File: src/rtl/lsu_mem_initiator_if.sv
// Pipeline request/response and data-memory port bundle for the MEM-stage load/store initiator.
// The slave modport is the initiator; the master modport is the pipeline plus memory side.
interface lsu_mem_initiator_if;
    logic        req_valid;
    logic        req_ready;
    logic        req_store;
    logic [1:0]  req_type;
    logic        req_signed;
    logic [31:0] req_addr;
    logic [31:0] req_wdata;

    logic        resp_valid;
    logic [31:0] resp_rdata;
    logic        resp_misaligned;
    logic        resp_err;
    logic        busy;

    logic        dmem_mem_en;
    logic        dmem_rwe;
    logic        dmem_load_signed;
    logic [1:0]  dmem_type_access;
    logic [31:0] dmem_addr;
    logic [31:0] dmem_wdata;
    logic [31:0] dmem_rdata;

    modport master (
        output req_valid, req_store, req_type, req_signed, req_addr, req_wdata, dmem_rdata,
        input  req_ready, resp_valid, resp_rdata, resp_misaligned, resp_err, busy,
        input  dmem_mem_en, dmem_rwe, dmem_load_signed, dmem_type_access, dmem_addr, dmem_wdata
    );

    modport slave (
        input  req_valid, req_store, req_type, req_signed, req_addr, req_wdata, dmem_rdata,
        output req_ready, resp_valid, resp_rdata, resp_misaligned, resp_err, busy,
        output dmem_mem_en, dmem_rwe, dmem_load_signed, dmem_type_access, dmem_addr, dmem_wdata
    );
endinterface

File: src/rtl/lsu_mem_initiator.sv
// MEM-stage load/store initiator: aligned requests go out as one access, misaligned half/word
// requests are split into byte accesses with load data reassembled and extended.
module lsu_mem_initiator #(
    parameter int unsigned MemBytes = 1024
) (
    input logic                clk_i,
    input logic                rst_i,
    lsu_mem_initiator_if.slave lsu_io
);

    typedef enum logic [1:0] {StIdle, StAccess, StSplit, StResp} state_e;

    state_e      state_q, state_d;
    logic        store_q, store_d;
    logic [1:0]  type_q, type_d;
    logic        signed_q, signed_d;
    logic [31:0] addr_q, addr_d;
    logic [31:0] wdata_q, wdata_d;
    logic [1:0]  cnt_q, cnt_d;
    logic [1:0]  last_q, last_d;
    logic [31:0] rdata_q, rdata_d;
    logic        err_q, err_d;
    logic        mis_q, mis_d;
    logic        mem_en_q, mem_en_d;
    logic        rwe_q, rwe_d;
    logic        ls_q, ls_d;
    logic [1:0]  ta_q, ta_d;
    logic [31:0] daddr_q, daddr_d;
    logic [31:0] dwdata_q, dwdata_d;

    logic [2:0]  req_size;
    logic [32:0] req_end;
    logic        req_err;
    logic        req_aligned;
    logic [1:0]  cnt_inc;
    logic [31:0] assembled;

    always_comb begin
        case (lsu_io.req_type)
            2'b01:   req_size = 3'd4;
            2'b10:   req_size = 3'd2;
            default: req_size = 3'd1;
        endcase
    end

    // 33-bit end address so that a wrap past 2^32 still counts as out of range
    assign req_end     = {1'b0, lsu_io.req_addr} + 33'(req_size) - 33'd1;
    assign req_err     = (lsu_io.req_type == 2'b00) || (req_end >= 33'(MemBytes));
    assign req_aligned = (lsu_io.req_type == 2'b11) ||
                         ((lsu_io.req_type == 2'b10) && !lsu_io.req_addr[0]) ||
                         ((lsu_io.req_type == 2'b01) && (lsu_io.req_addr[1:0] == 2'b00));
    assign cnt_inc     = cnt_q + 2'd1;

    always_comb begin
        state_d   = state_q;
        store_d   = store_q;
        type_d    = type_q;
        signed_d  = signed_q;
        addr_d    = addr_q;
        wdata_d   = wdata_q;
        cnt_d     = cnt_q;
        last_d    = last_q;
        rdata_d   = rdata_q;
        err_d     = err_q;
        mis_d     = mis_q;
        // memory port is idle unless the next cycle is an access cycle
        mem_en_d  = 1'b0;
        rwe_d     = 1'b0;
        ls_d      = 1'b0;
        ta_d      = 2'b00;
        daddr_d   = 32'd0;
        dwdata_d  = 32'd0;
        assembled = rdata_q;

        unique case (state_q)
            StIdle: begin
                if (lsu_io.req_valid) begin
                    store_d  = lsu_io.req_store;
                    type_d   = lsu_io.req_type;
                    signed_d = lsu_io.req_signed;
                    addr_d   = lsu_io.req_addr;
                    wdata_d  = lsu_io.req_wdata;
                    cnt_d    = 2'd0;
                    last_d   = 2'(req_size - 3'd1);
                    rdata_d  = 32'd0;
                    err_d    = req_err;
                    mis_d    = 1'b0;
                    if (req_err) begin
                        state_d = StResp;
                    end else if (req_aligned) begin
                        state_d  = StAccess;
                        mem_en_d = 1'b1;
                        rwe_d    = lsu_io.req_store;
                        ls_d     = lsu_io.req_signed;
                        ta_d     = lsu_io.req_type;
                        daddr_d  = lsu_io.req_addr;
                        dwdata_d = lsu_io.req_wdata;
                    end else begin
                        state_d  = StSplit;
                        mis_d    = 1'b1;
                        mem_en_d = 1'b1;
                        rwe_d    = lsu_io.req_store;
                        ta_d     = 2'b11;
                        daddr_d  = lsu_io.req_addr;
                        dwdata_d = {24'd0, lsu_io.req_wdata[7:0]};
                    end
                end
            end
            StAccess: begin
                if (!store_q) begin
                    rdata_d = lsu_io.dmem_rdata;
                end
                state_d = StResp;
            end
            StSplit: begin
                if (!store_q) begin
                    assembled[{cnt_q, 3'b000} +: 8] = lsu_io.dmem_rdata[7:0];
                    if ((cnt_q == last_q) && (type_q == 2'b10)) begin
                        assembled[31:16] = {16{signed_q & assembled[15]}};
                    end
                    rdata_d = assembled;
                end
                if (cnt_q == last_q) begin
                    state_d = StResp;
                end else begin
                    cnt_d    = cnt_inc;
                    mem_en_d = 1'b1;
                    rwe_d    = store_q;
                    ta_d     = 2'b11;
                    daddr_d  = addr_q + {30'd0, cnt_inc};
                    dwdata_d = {24'd0, wdata_q[{cnt_inc, 3'b000} +: 8]};
                end
            end
            StResp: begin
                state_d = StIdle;
            end
            default: begin
                state_d = StIdle;
            end
        endcase
    end

    always_ff @(posedge clk_i) begin
        if (rst_i) begin
            state_q  <= StIdle;
            store_q  <= 1'b0;
            type_q   <= 2'b00;
            signed_q <= 1'b0;
            addr_q   <= 32'd0;
            wdata_q  <= 32'd0;
            cnt_q    <= 2'd0;
            last_q   <= 2'd0;
            rdata_q  <= 32'd0;
            err_q    <= 1'b0;
            mis_q    <= 1'b0;
            mem_en_q <= 1'b0;
            rwe_q    <= 1'b0;
            ls_q     <= 1'b0;
            ta_q     <= 2'b00;
            daddr_q  <= 32'd0;
            dwdata_q <= 32'd0;
        end else begin
            state_q  <= state_d;
            store_q  <= store_d;
            type_q   <= type_d;
            signed_q <= signed_d;
            addr_q   <= addr_d;
            wdata_q  <= wdata_d;
            cnt_q    <= cnt_d;
            last_q   <= last_d;
            rdata_q  <= rdata_d;
            err_q    <= err_d;
            mis_q    <= mis_d;
            mem_en_q <= mem_en_d;
            rwe_q    <= rwe_d;
            ls_q     <= ls_d;
            ta_q     <= ta_d;
            daddr_q  <= daddr_d;
            dwdata_q <= dwdata_d;
        end
    end

    // reset forces the idle handshake view even before the state register has cleared
    assign lsu_io.req_ready        = rst_i || (state_q == StIdle);
    assign lsu_io.busy             = !lsu_io.req_ready;
    assign lsu_io.resp_valid       = !rst_i && (state_q == StResp);
    assign lsu_io.resp_rdata       = rdata_q;
    assign lsu_io.resp_err         = err_q;
    assign lsu_io.resp_misaligned  = mis_q;
    assign lsu_io.dmem_mem_en      = mem_en_q;
    assign lsu_io.dmem_rwe         = rwe_q;
    assign lsu_io.dmem_load_signed = ls_q;
    assign lsu_io.dmem_type_access = ta_q;
    assign lsu_io.dmem_addr        = daddr_q;
    assign lsu_io.dmem_wdata       = dwdata_q;

endmodule
File: src/flat_wrapper.sv
// flat-port wrapper written by rule: the top's interface ports become plain ports
module lsu_mem_initiator_flat 
#(
    parameter int unsigned MemBytes = 1024
)
  (clk_i, rst_i, lsu_io_req_valid, lsu_io_req_store, lsu_io_req_type, lsu_io_req_signed, lsu_io_req_addr, lsu_io_req_wdata, lsu_io_dmem_rdata, lsu_io_req_ready, lsu_io_resp_valid, lsu_io_resp_rdata, lsu_io_resp_misaligned, lsu_io_resp_err, lsu_io_busy, lsu_io_dmem_mem_en, lsu_io_dmem_rwe, lsu_io_dmem_load_signed, lsu_io_dmem_type_access, lsu_io_dmem_addr, lsu_io_dmem_wdata);
  lsu_mem_initiator_if lsu_io_i ();
  input logic clk_i;
  input logic rst_i;
  input wire logic [$bits(lsu_io_i.req_valid)-1:0] lsu_io_req_valid;
  input wire logic [$bits(lsu_io_i.req_store)-1:0] lsu_io_req_store;
  input wire logic [$bits(lsu_io_i.req_type)-1:0] lsu_io_req_type;
  input wire logic [$bits(lsu_io_i.req_signed)-1:0] lsu_io_req_signed;
  input wire logic [$bits(lsu_io_i.req_addr)-1:0] lsu_io_req_addr;
  input wire logic [$bits(lsu_io_i.req_wdata)-1:0] lsu_io_req_wdata;
  input wire logic [$bits(lsu_io_i.dmem_rdata)-1:0] lsu_io_dmem_rdata;
  output wire logic [$bits(lsu_io_i.req_ready)-1:0] lsu_io_req_ready;
  output wire logic [$bits(lsu_io_i.resp_valid)-1:0] lsu_io_resp_valid;
  output wire logic [$bits(lsu_io_i.resp_rdata)-1:0] lsu_io_resp_rdata;
  output wire logic [$bits(lsu_io_i.resp_misaligned)-1:0] lsu_io_resp_misaligned;
  output wire logic [$bits(lsu_io_i.resp_err)-1:0] lsu_io_resp_err;
  output wire logic [$bits(lsu_io_i.busy)-1:0] lsu_io_busy;
  output wire logic [$bits(lsu_io_i.dmem_mem_en)-1:0] lsu_io_dmem_mem_en;
  output wire logic [$bits(lsu_io_i.dmem_rwe)-1:0] lsu_io_dmem_rwe;
  output wire logic [$bits(lsu_io_i.dmem_load_signed)-1:0] lsu_io_dmem_load_signed;
  output wire logic [$bits(lsu_io_i.dmem_type_access)-1:0] lsu_io_dmem_type_access;
  output wire logic [$bits(lsu_io_i.dmem_addr)-1:0] lsu_io_dmem_addr;
  output wire logic [$bits(lsu_io_i.dmem_wdata)-1:0] lsu_io_dmem_wdata;
  assign lsu_io_i.req_valid = lsu_io_req_valid;
  assign lsu_io_i.req_store = lsu_io_req_store;
  assign lsu_io_i.req_type = lsu_io_req_type;
  assign lsu_io_i.req_signed = lsu_io_req_signed;
  assign lsu_io_i.req_addr = lsu_io_req_addr;
  assign lsu_io_i.req_wdata = lsu_io_req_wdata;
  assign lsu_io_i.dmem_rdata = lsu_io_dmem_rdata;
  assign lsu_io_req_ready = lsu_io_i.req_ready;
  assign lsu_io_resp_valid = lsu_io_i.resp_valid;
  assign lsu_io_resp_rdata = lsu_io_i.resp_rdata;
  assign lsu_io_resp_misaligned = lsu_io_i.resp_misaligned;
  assign lsu_io_resp_err = lsu_io_i.resp_err;
  assign lsu_io_busy = lsu_io_i.busy;
  assign lsu_io_dmem_mem_en = lsu_io_i.dmem_mem_en;
  assign lsu_io_dmem_rwe = lsu_io_i.dmem_rwe;
  assign lsu_io_dmem_load_signed = lsu_io_i.dmem_load_signed;
  assign lsu_io_dmem_type_access = lsu_io_i.dmem_type_access;
  assign lsu_io_dmem_addr = lsu_io_i.dmem_addr;
  assign lsu_io_dmem_wdata = lsu_io_i.dmem_wdata;
  lsu_mem_initiator #(.MemBytes(MemBytes)) u_core (.clk_i(clk_i), .rst_i(rst_i), .lsu_io(lsu_io_i));
endmodule
File: config.mk
export PLATFORM = sky130hd
export DESIGN_NAME = lsu_mem_initiator_flat
export DESIGN_NICKNAME = d
export VERILOG_FILES = /design/src/rtl/lsu_mem_initiator_if.sv /design/src/rtl/lsu_mem_initiator.sv /design/src/flat_wrapper.sv
export SDC_FILE = /design/constraint.sdc
export NUM_CORES = 1
export LEC_CHECK = 0
export BUFFER_PORTS_ARGS = -buffer_cell sky130_fd_sc_hd__clkbuf_2
export CORE_ASPECT_RATIO = 0.9
export CORE_MARGIN = 1
export CORE_UTILIZATION = 56
export DETAILED_ROUTE_END_ITERATION = 10
export PLACE_DENSITY = 0.82
export SETUP_SLACK_MARGIN = 0.15
export SYNTH_ARGS = -nofsm -noshare
export SYNTH_HDL_FRONTEND = slang
export SYNTH_SLANG_ARGS = --single-unit
File: constraint.sdc
create_clock -name clk_i -period 7.2 [get_ports clk_i]
set_clock_uncertainty 0.1 [all_clocks]
set_input_delay 2.16 -clock clk_i [delete_from_list [all_inputs] [get_ports clk_i]]
set_output_delay 2.16 -clock clk_i [all_outputs]
set_load 0.005 [all_outputs]
Word-level counts from Yosys, hierarchy flattened
Cells that the tools add are included. W data, S select, Z words.

Add/subtract/negate cells: 6. $lt $le $gt $ge: 1. Equality and inequality tests: 13. Shifts and indexed selects: 3. Multiplexer cells: 39. Bitwise logic cells: 4. Reductions and logical operators: 21.

Operator list (count): $mux W32 (9); $pmux W32 S2 (2); $pmux W32 S3 (1); $add A32 B3 Y33 (1); $ge A33 B11 Y1 const B (1); $sub A33 B1 Y33 const B (1); $add A32 B2 Y32 (1); $bwmux W32 (1); $shift A8 B7 Y32 const A (1); $shiftx A32 B6 Y8 (1); $shiftx A8 B7 Y32 (1); $mux W2 (10); $mux W16 (1); $eq A2 B2 Y1 const B (5); $mux W1 (8); $mux W8 (1); $ne A2 B2 Y1 const B (4); $pmux W2 S2 (2); $pmux W2 S4 (1); $neg A5 Y7 (1); $logic_not A2 Y1 (3); $pmux W3 S2 (1); $reduce_or A5 Y1 (1); $eq A2 B1 Y1 const B (2); 15 further kinds (27).

Register bits: 177. Input bits: 103. Output and inout port bits: 106. Logic and storage cells: 104.

Logic depth before layout (Yosys ltp)
Gate-level depths: netlist of run 1.

Depth after elaboration: 9. Mapped depth: 18.

Least setup slack after synthesis of run 1
OpenSTA, ideal clock, no wires.

Path type: input to register. Start: in lsu_io_req_type[0]. End: reg u_core.dwdata_q[14], in the netlist u_core.lsu_io.dmem_wdata[14]. Setup time: 0.073 ns. Arrival: 5.633 ns. Data required time: 7.027 ns. Slack: 1.394 ns. Stages: 17. Cells stage by stage: inv_1 -> ha_1 -> ha_1 -> inv_1 -> ha_1 -> inv_1 -> fa_1 -> nand2b_1 -> a21oi_2 -> o2111ai_1 -> and3_1 -> o31a_1 -> xnor2_1 -> nor4_2 -> nand4_4 -> buf_6 -> nor3_4.

Word-level cells in the longest chain between the ends: 9.

Ends and longest elaborated chain: from (decl) (RTL line flat_wrapper.sv:12) `input wire logic [$bits(lsu_io_i.req_type)-1:0] lsu_io_req_type;`; $eq A2 B2 Y1 / $eq A2 B1 Y1 (equally long branches) (RTL line lsu_mem_initiator.sv:39, lsu_mem_initiator.sv:50, lsu_mem_initiator.sv:51); $pmux W3 S2 (RTL line lsu_mem_initiator.sv:39) `case (lsu_io.req_type)`; $add A32 B3 Y33 (RTL line lsu_mem_initiator.sv:47) `assign req_end = {1'b0, lsu_io.req_addr} + 33'(req_size) - 33'd1;`; $sub A33 B1 Y33 (RTL line lsu_mem_initiator.sv:47); $ge A33 B11 Y1 (RTL line lsu_mem_initiator.sv:48) `assign req_err = (lsu_io.req_type == 2'b00) || (req_end >= 33'(MemBytes));`; $logic_or A1 B1 Y1 (RTL line lsu_mem_initiator.sv:48); $mux W32 * (RTL line lsu_mem_initiator.sv:88) `if (req_err) begin`; $mux W32 * (RTL line lsu_mem_initiator.sv:77) `if (lsu_io.req_valid) begin`; $pmux W32 S2 * (RTL line lsu_mem_initiator.sv:75) `unique case (state_q)`; to (signal assigned) (RTL line lsu_mem_initiator.sv:179) `dwdata_q <= dwdata_d;`; to (decl) (RTL line lsu_mem_initiator.sv:29) `logic [31:0] dwdata_q, dwdata_d;`.

Every way passes the cells marked *; elsewhere a longest branch is shown, timed or not. A chain may end at the register's enable or synchronous reset.

Final worst setup path of run 1
Start: in lsu_io_req_type[0]. End: reg u_core.dwdata_q[8], in the netlist u_core.lsu_io.dmem_wdata[8].

Same word-level chain as after synthesis.

==> out/metrics.cfg, run 1 <==
[logic_synthesis]
synth_cell_type_count = 74
synth_top_family_by_area = compound AO/OA/AOI/OAI gates
synth-simple-area-share_pct = 22.7
synth-async-reset-ratio_pct = 0
ys_ff_latch = 177
yosys.area.top_type_share_pct = 35.6
synth_most_common_cell = nand2_1
synth_ff_type = dfxtp_1
synthTopCellsByCount = nand2_1, dfxtp_1, a21oi_1, inv_1, nor2_1
synth-xor-area-share_pct = 3.61
netlist_instances = 1239
synthAdderAreaFrac_pct = 6.69
synth_edf_count = 0
ys_seq_area_share_pct = 35.6
netlist_area_um2 = 9960
synth_fp_nets = 1394
synth_warnings = 0
muxShareOfSynthArea_pct = 2.12
synthTopCellsByArea = dfxtp_1, nand2_1, a21oi_1
yosys.area.top_type = dfxtp_1
synth_compound_area_share_pct = 23.0
avgSynthCellArea_um2 = 8.04

[sta]
drv_slew = 0
final-hold-violation-count = 0
finalSetupViolCount = 0
timing.slew.headroom_pct = 15.4
worst_pin_slew_ns = 1.26
clock.fmax_ghz = 0.155
rsz0062_at_grt = no
min_period_ns = 6.47
setup_tns_ns = 0
whs_ns = 0.354
finalCritPeriodShare_pct = 89.8

[critical_path]
endpoint_kind = flop
crit_start = lsu_io_req_type[0]
worst-path-stages = 17
startpoint_type = primary input
crit_slowest_cell = nand4_4
reg2reg_to = u_core.lsu_io.resp_rdata[19]
path_cells = clkbuf_2 -> inv_1 -> ha_1 -> ha_1 -> inv_1 -> ha_1 -> inv_1 -> fa_1 -> nand2b_1 -> a21oi_2 -> o2111ai_1 -> and3_1 -> o31a_1 -> xnor2_1 -> nor4_2 -> nand4_4 -> nor3_2
path_delay_family = simple AND/OR/NAND/NOR gates
slowest_delay_ns = 0.72
path_buf_inv = 4
reg2reg_from = u_core.cnt_q[0]
cp.required_ns = 7.46
endpoint = u_core.lsu_io.dmem_wdata[8]
critical_path_class = in -> reg
crit_fanout = 32
rrSetupSlack_ns = 2.78
r2r.worst_path.cells = 10
critical_path_arrival_ns = 6.72

[grt]
use_met1_pct = 40.7
grt_max_degree = 96
grt_remaining_overflow = 0
grt.met2_usage_pct = 48.2
top_usage_layer = met2
antenna_found_initial = 1
use_met3_pct = 5.58
grt_pass1_wl_mm = 43.8
grt_pass1_vias = 8861
gr-usage-all-layers_pct = 30.0

[placement]
place_hpwl_mm = 19.1
gp_congestion = 0.896
portBuffers = 208

[routing]
drtIter0Drc = 788
routedWlPerCell_um = 16.5
viasPerCell = 5.89
firstDrtPassIters = 5
routed_wl_mm = 27.3
route.detailed.drc = 0
ant_nets = 0
vias = 9721

[floorplan]
start_util_pct = 58.2
die_h_um = 128
die_area_um2 = 18300
pin_count = 209
fp.dieW_um = 143
core_um2 = 17100
placementRows = 45

[clocking]
post_cts_buffers = 0
clockBufferDepth = 2
numCtsBuffers = 17
postCtsHoldBufs = 0
clock-sinks = 177
root_buffer = clkbuf_16
path_clk_slew_ns = 0.08
cts_tree = done
ctsResizeCount = 0
clock_latency_ns = 0.44
h-tree-depth = 4

[hold_path]
hp-class = reg -> reg

[flow_run]
cap_violations = 0

[power]
powerDensity_nw_per_um2 = 260
power.leakage_nw = 4.95
peakVddDrop_mv = 0.183

[cells_and_area]
final_nets = 1556
drive_gt1_share_pct = 22.1
final_util_pct = 68.0
area_growth_pct = 16.9

[outcome]
status = complete, no violations

where the power goes:
group / switching (mW) / internal, mW / total (mW)
clock network: 0.466 / 0.472 / 0.939
logic: 0.599 / 0.331 / 0.931
registers: 0.0794 / 1.08 / 1.16
total: 1.14 / 1.88 / 3.03
metal layers:
layer | part of all wire (%) | wire [um]
met4 | 1.5 | 404
met1 | 45 | 12300
met5 | 0 | 0
met3 | 7.5 | 2060
met2 | 46 | 12500
how the worst min path moves through the flow:
stage	cells past startpoint	from	slack, ns	endpoint
after global placement	2	u_core.wdata_q[16]	0.34	u_core.wdata_q[16]
after global routing	2	u_core.wdata_q[4]	0.38	u_core.wdata_q[4]
after detailed placement	2	u_core.wdata_q[1]	0.34	u_core.wdata_q[1]
final	2	u_core.wdata_q[1]	0.35	u_core.wdata_q[1]
after CTS	2	u_core.wdata_q[1]	0.35	u_core.wdata_q[1]
after floorplan	2	u_core.type_q[0]	0.33	u_core.type_q[0]
final cells by class:
| type | instances | area [um^2] |
|---|---|---|
| Antenna cell | 2 | 5.00 |
| Clock buffer | 17 | 425 |
| Clock inverter | 15 | 183 |
| Fill cell | 1505 | 5480 |
| Inverter | 78 | 293 |
| Multi-Input combinational cell | 912 | 5790 |
| Sequential cell | 177 | 3540 |
| Tap cell | 235 | 294 |
| Timing Repair Buffer | 215 | 1100 |
placed cells by master, fill, tap and decap left out, drive strengths merged, types with 7 or more instances in the layout:
cell type / Yosys / routed
o22ai: 32 / 32
and3: 14 / 14
nand4: 20 / 20
o21ai: 54 / 54
nor2b: 25 / 25
nand2: 222 / 222
xor2: 22 / 22
nor3: 35 / 35
o211ai: 12 / 12
a21oi: 137 / 137
buf: 23 / 8
inv: 78 / 86
dfxtp: 177 / 177
a22o: 24 / 24
a21o: 9 / 9
a211oi: 7 / 7
xnor2: 19 / 19
ha: 50 / 50
nand3: 19 / 19
a22oi: 36 / 36
clkbuf: 49 / 224
mux4: 8 / 8
nor4: 9 / 9
nor2: 72 / 72
through the flow:
stage	power, mW	cells	worst slack, ns	area (um^2)
after floorplan	1.84	1239	1.39	9960
after global placement	2.07	1617	0.519	11000
after detailed placement	2.09	1617	0.311	11000
after CTS	3.02	1649	0.787	11600
after global routing	3.19	1650	0.372	11600
final	3.03	1651	0.734	11600
sequential cells by signal (all words and copies together) (netlist names):
register / cells
u_core.addr_q: 32
u_core.cnt_q: 2
u_core.last_q: 2
u_core.lsu_io.dmem_addr: 32
u_core.lsu_io.dmem_load_signed: 1
u_core.lsu_io.dmem_mem_en: 1
u_core.lsu_io.dmem_rwe: 1
u_core.lsu_io.dmem_type_access: 2
u_core.lsu_io.dmem_wdata: 32
u_core.lsu_io.resp_err: 1
u_core.lsu_io.resp_misaligned: 1
u_core.lsu_io.resp_rdata: 32
u_core.signed_q: 1
u_core.state_q: 2
u_core.store_q: 1
u_core.type_q: 2
u_core.wdata_q: 32
cells by family (layout without fill, tap and decap cells):
family	Yosys count	after routing
simple gates	454	454
buf+inv	150	325
mux	11	11
xor+xnor	41	41
fa+ha+maj	52	52
other cells	0	2
flops	177	177
compound gates	354	354
worst min-delay path: stages (launching register included):
cell     delay, ns
dfxtp_1       0.31
nand2_1       0.05
a21oi_1       0.05
(Power assumes the default switching activity.)
==> inputs of run 2 (changes only) <==
--- a/config.mk
+++ b/config.mk
@@ -10,7 +10,9 @@
 export CORE_MARGIN = 1
 export CORE_UTILIZATION = 56
 export DETAILED_ROUTE_END_ITERATION = 10
+export MAX_ROUTING_LAYER = met4
 export PLACE_DENSITY = 0.82
+export REMOVE_ABC_BUFFERS = 1
 export SETUP_SLACK_MARGIN = 0.15
 export SYNTH_ARGS = -nofsm -noshare
 export SYNTH_HDL_FRONTEND = slang
==> run 2 against run 1 <==
Hold slack improved by 0.0016 ns. Global-route usage increased by 0.88 points. Sequential share of layout area about the same. Clock-buffer cell count unchanged. Via count decreased by 1.2%. Critical path depth unchanged. Die area unchanged. Register-to-register slack improved by 0.06 ns. Sequential cell count unchanged. Cell area about the same. Clock power about the same. Non-clock buffer count increased by 1. Critical path type unchanged.
==> out/metrics.cfg, run 2 (synthesized netlist as in run 1, its figures left out) <==
[sta]
worst_pin_slew_ns = 1.22  ; -0.0485 ns
clock.fmax_ghz = 0.158  ; +2.2%
finalSetupViolCount = 0  ; unchanged
finalCritPeriodShare_pct = 87.8  ; -2.0 points
rsz0062_at_grt = no
setup_tns_ns = 0  ; unchanged
drv_slew = 0  ; unchanged
final-hold-violation-count = 0  ; unchanged
timing.slew.headroom_pct = 18.8  ; +3.5 points
min_period_ns = 6.32  ; -0.142 ns

[outcome]
status = complete, no violations

[cells_and_area]
final_cell_mix = nand2_1, clkbuf_2, dfxtp_1
final_cells = 1650  ; -0.061%
final_nets = 1557  ; +0.064%
layout_commonest_cell = nand2_1
n_antenna_cell = 0  ; -2
final_util_pct = 67.9  ; about the same
drive_gt1_share_pct = 22.2  ; +0.055 points
area_growth_pct = 16.8  ; about the same

[power]
power.leakage_nw = 4.95  ; +0.18%
p_comb_share_pct = 30.6  ; about the same
clkPwrFrac_pct = 31.1  ; about the same
internal_power_mw = 1.89  ; about the same
peakVddDrop_mv = 0.165  ; -9.8%
p_seq_share_pct = 38.3  ; about the same
p_sw_mw = 1.14  ; -0.19%
power_mw = 3.03  ; about the same
switching_share_pct = 37.7  ; -0.062 points
powerDensity_nw_per_um2 = 261  ; about the same

[clocking]
path_clk_slew_ns = 0.08  ; about the same
clock-sinks = 177  ; unchanged
ctsResizeCount = 0  ; unchanged
numCtsBuffers = 17  ; unchanged
clock_latency_ns = 0.44  ; about the same
postCtsHoldBufs = 0  ; unchanged
h-tree-depth = 4  ; unchanged
cts_tree = done
clockBufferDepth = 2  ; unchanged
post_cts_buffers = 0  ; unchanged
root_buffer = clkbuf_16

[critical_path]
critical_path_class = in -> reg
r2r.worst_path.cells = 10  ; unchanged
endpoint_kind = flop
cp.required_ns = 7.44  ; -0.02 ns
crit_fanout = 32  ; unchanged
reg2reg_to = u_core.lsu_io.dmem_addr[30]
rrSetupSlack_ns = 2.84  ; +0.06 ns
startpoint_type = primary input
critical_path_arrival_ns = 6.57  ; -0.15 ns
endpoint = u_core.lsu_io.dmem_wdata[27]
reg2reg_from = u_core.cnt_q[0]
crit_start = lsu_io_req_type[0]

[floorplan]
die_h_um = 128  ; unchanged
start_util_pct = 58.2  ; unchanged
core_um2 = 17100  ; unchanged
placementRows = 45  ; unchanged
fp.dieW_um = 143  ; unchanged
pin_count = 209  ; unchanged
die_area_um2 = 18300  ; unchanged

[routing]
routed_wl_mm = 27.6  ; +1.3%
ant_nets = 0  ; unchanged
routedWlPerCell_um = 16.8  ; +1.4%
drtIter0Drc = 808  ; +2.5%
vias = 9609  ; -1.2%
route.detailed.drc = 0  ; unchanged
firstDrtPassIters = 5  ; unchanged
viasPerCell = 5.82  ; -1.1%

[grt]
grt_pass1_vias = 8640  ; -2.5%
grt_pass1_wl_mm = 43.7  ; -0.14%
gr-usage-all-layers_pct = 30.8  ; +0.88 points
grt_remaining_overflow = 0  ; unchanged
antenna_found_initial = 0  ; -1
grt_max_degree = 74  ; -23%

[placement]
gp_congestion = 0.993  ; +11%
dpl.cell_count = 1618  ; +0.062%
place_hpwl_mm = 19.6  ; +2.7%
portBuffers = 208  ; unchanged

[flow_run]
cap_violations = 0  ; unchanged

[hold_path]
hp-class = reg -> reg

## run 2: cell count changes in the layout (fill, tap and decap cells not counted), sizes merged
cell,before,now
inv,86,90
clkinv,6,3
diode,2,0
buf,8,9
clkinvlp,1,0
## run 2: worst max-delay path: stages
cell and delay, ns:
clkbuf_2 0.14, inv_1 0.09, ha_1 0.33, ha_1 0.19, inv_1 0.06, ha_1 0.15
inv_1 0.05, fa_1 0.39, nand2b_1 0.19, a21oi_2 0.20, o211ai_2 0.15, a21oi_1 0.37
o21ai_0 0.13, a221o_1 0.35, nor4b_4 0.51, nand4_4 0.69, nor3_2 0.39
## run 2: how the worst min path moves through the flow
stage	start	to	slack (ns)	depth (start not counted)
after floorplan	u_core.type_q[0]	u_core.type_q[0]	0.33	2
after global placement	u_core.wdata_q[0]	u_core.wdata_q[0]	0.34	2
after detailed placement	u_core.wdata_q[16]	u_core.wdata_q[16]	0.35	2
after CTS	u_core.wdata_q[16]	u_core.wdata_q[16]	0.36	2
after global routing	u_core.wdata_q[24]	u_core.wdata_q[24]	0.38	2
final	u_core.wdata_q[16]	u_core.wdata_q[16]	0.36	2
## run 2: per-layer routing
metal	up-vias	routed length (um)	track usage, %
li1	4694	-	-
met1	4487	12700	41.2
met2	391	12500	47.5
met3	37	1960	5.36
met4	0	469	9.61
met5	-	0	-
## run 2: area by class of cell
type	count	area, um^2
multi-input combinational	912	5790
inverter	78	293
timing repair buffer	216	1100
clock inverter	15	171
clock buffer	17	425
sequential	177	3540
fill	1507	5490
tap	235	294
## run 2: power by group through the flow
stage	sequential [mW]	clock [mW]	combinational, mW
2_1_floorplan	1.16	0	0.636
3_3_place_gp	1.17	0	0.892
3_5_place_dp	1.18	0	0.910
4_1_cts	1.16	0.949	0.915
5_1_grt	1.17	0.992	1.02
6_report	1.16	0.941	0.928
## run 2: stage by stage
stage / cell area (um^2) / hold slack (ns) / setup WS [ns]
2_1_floorplan: 9620 / 0.325 / 1.05
3_3_place_gp: 11000 / 0.339 / 0.666
3_5_place_dp: 11000 / 0.347 / 0.455
4_1_cts: 11600 / 0.357 / 0.885
5_1_grt: 11600 / 0.380 / 0.514
6_report: 11600 / 0.355 / 0.876
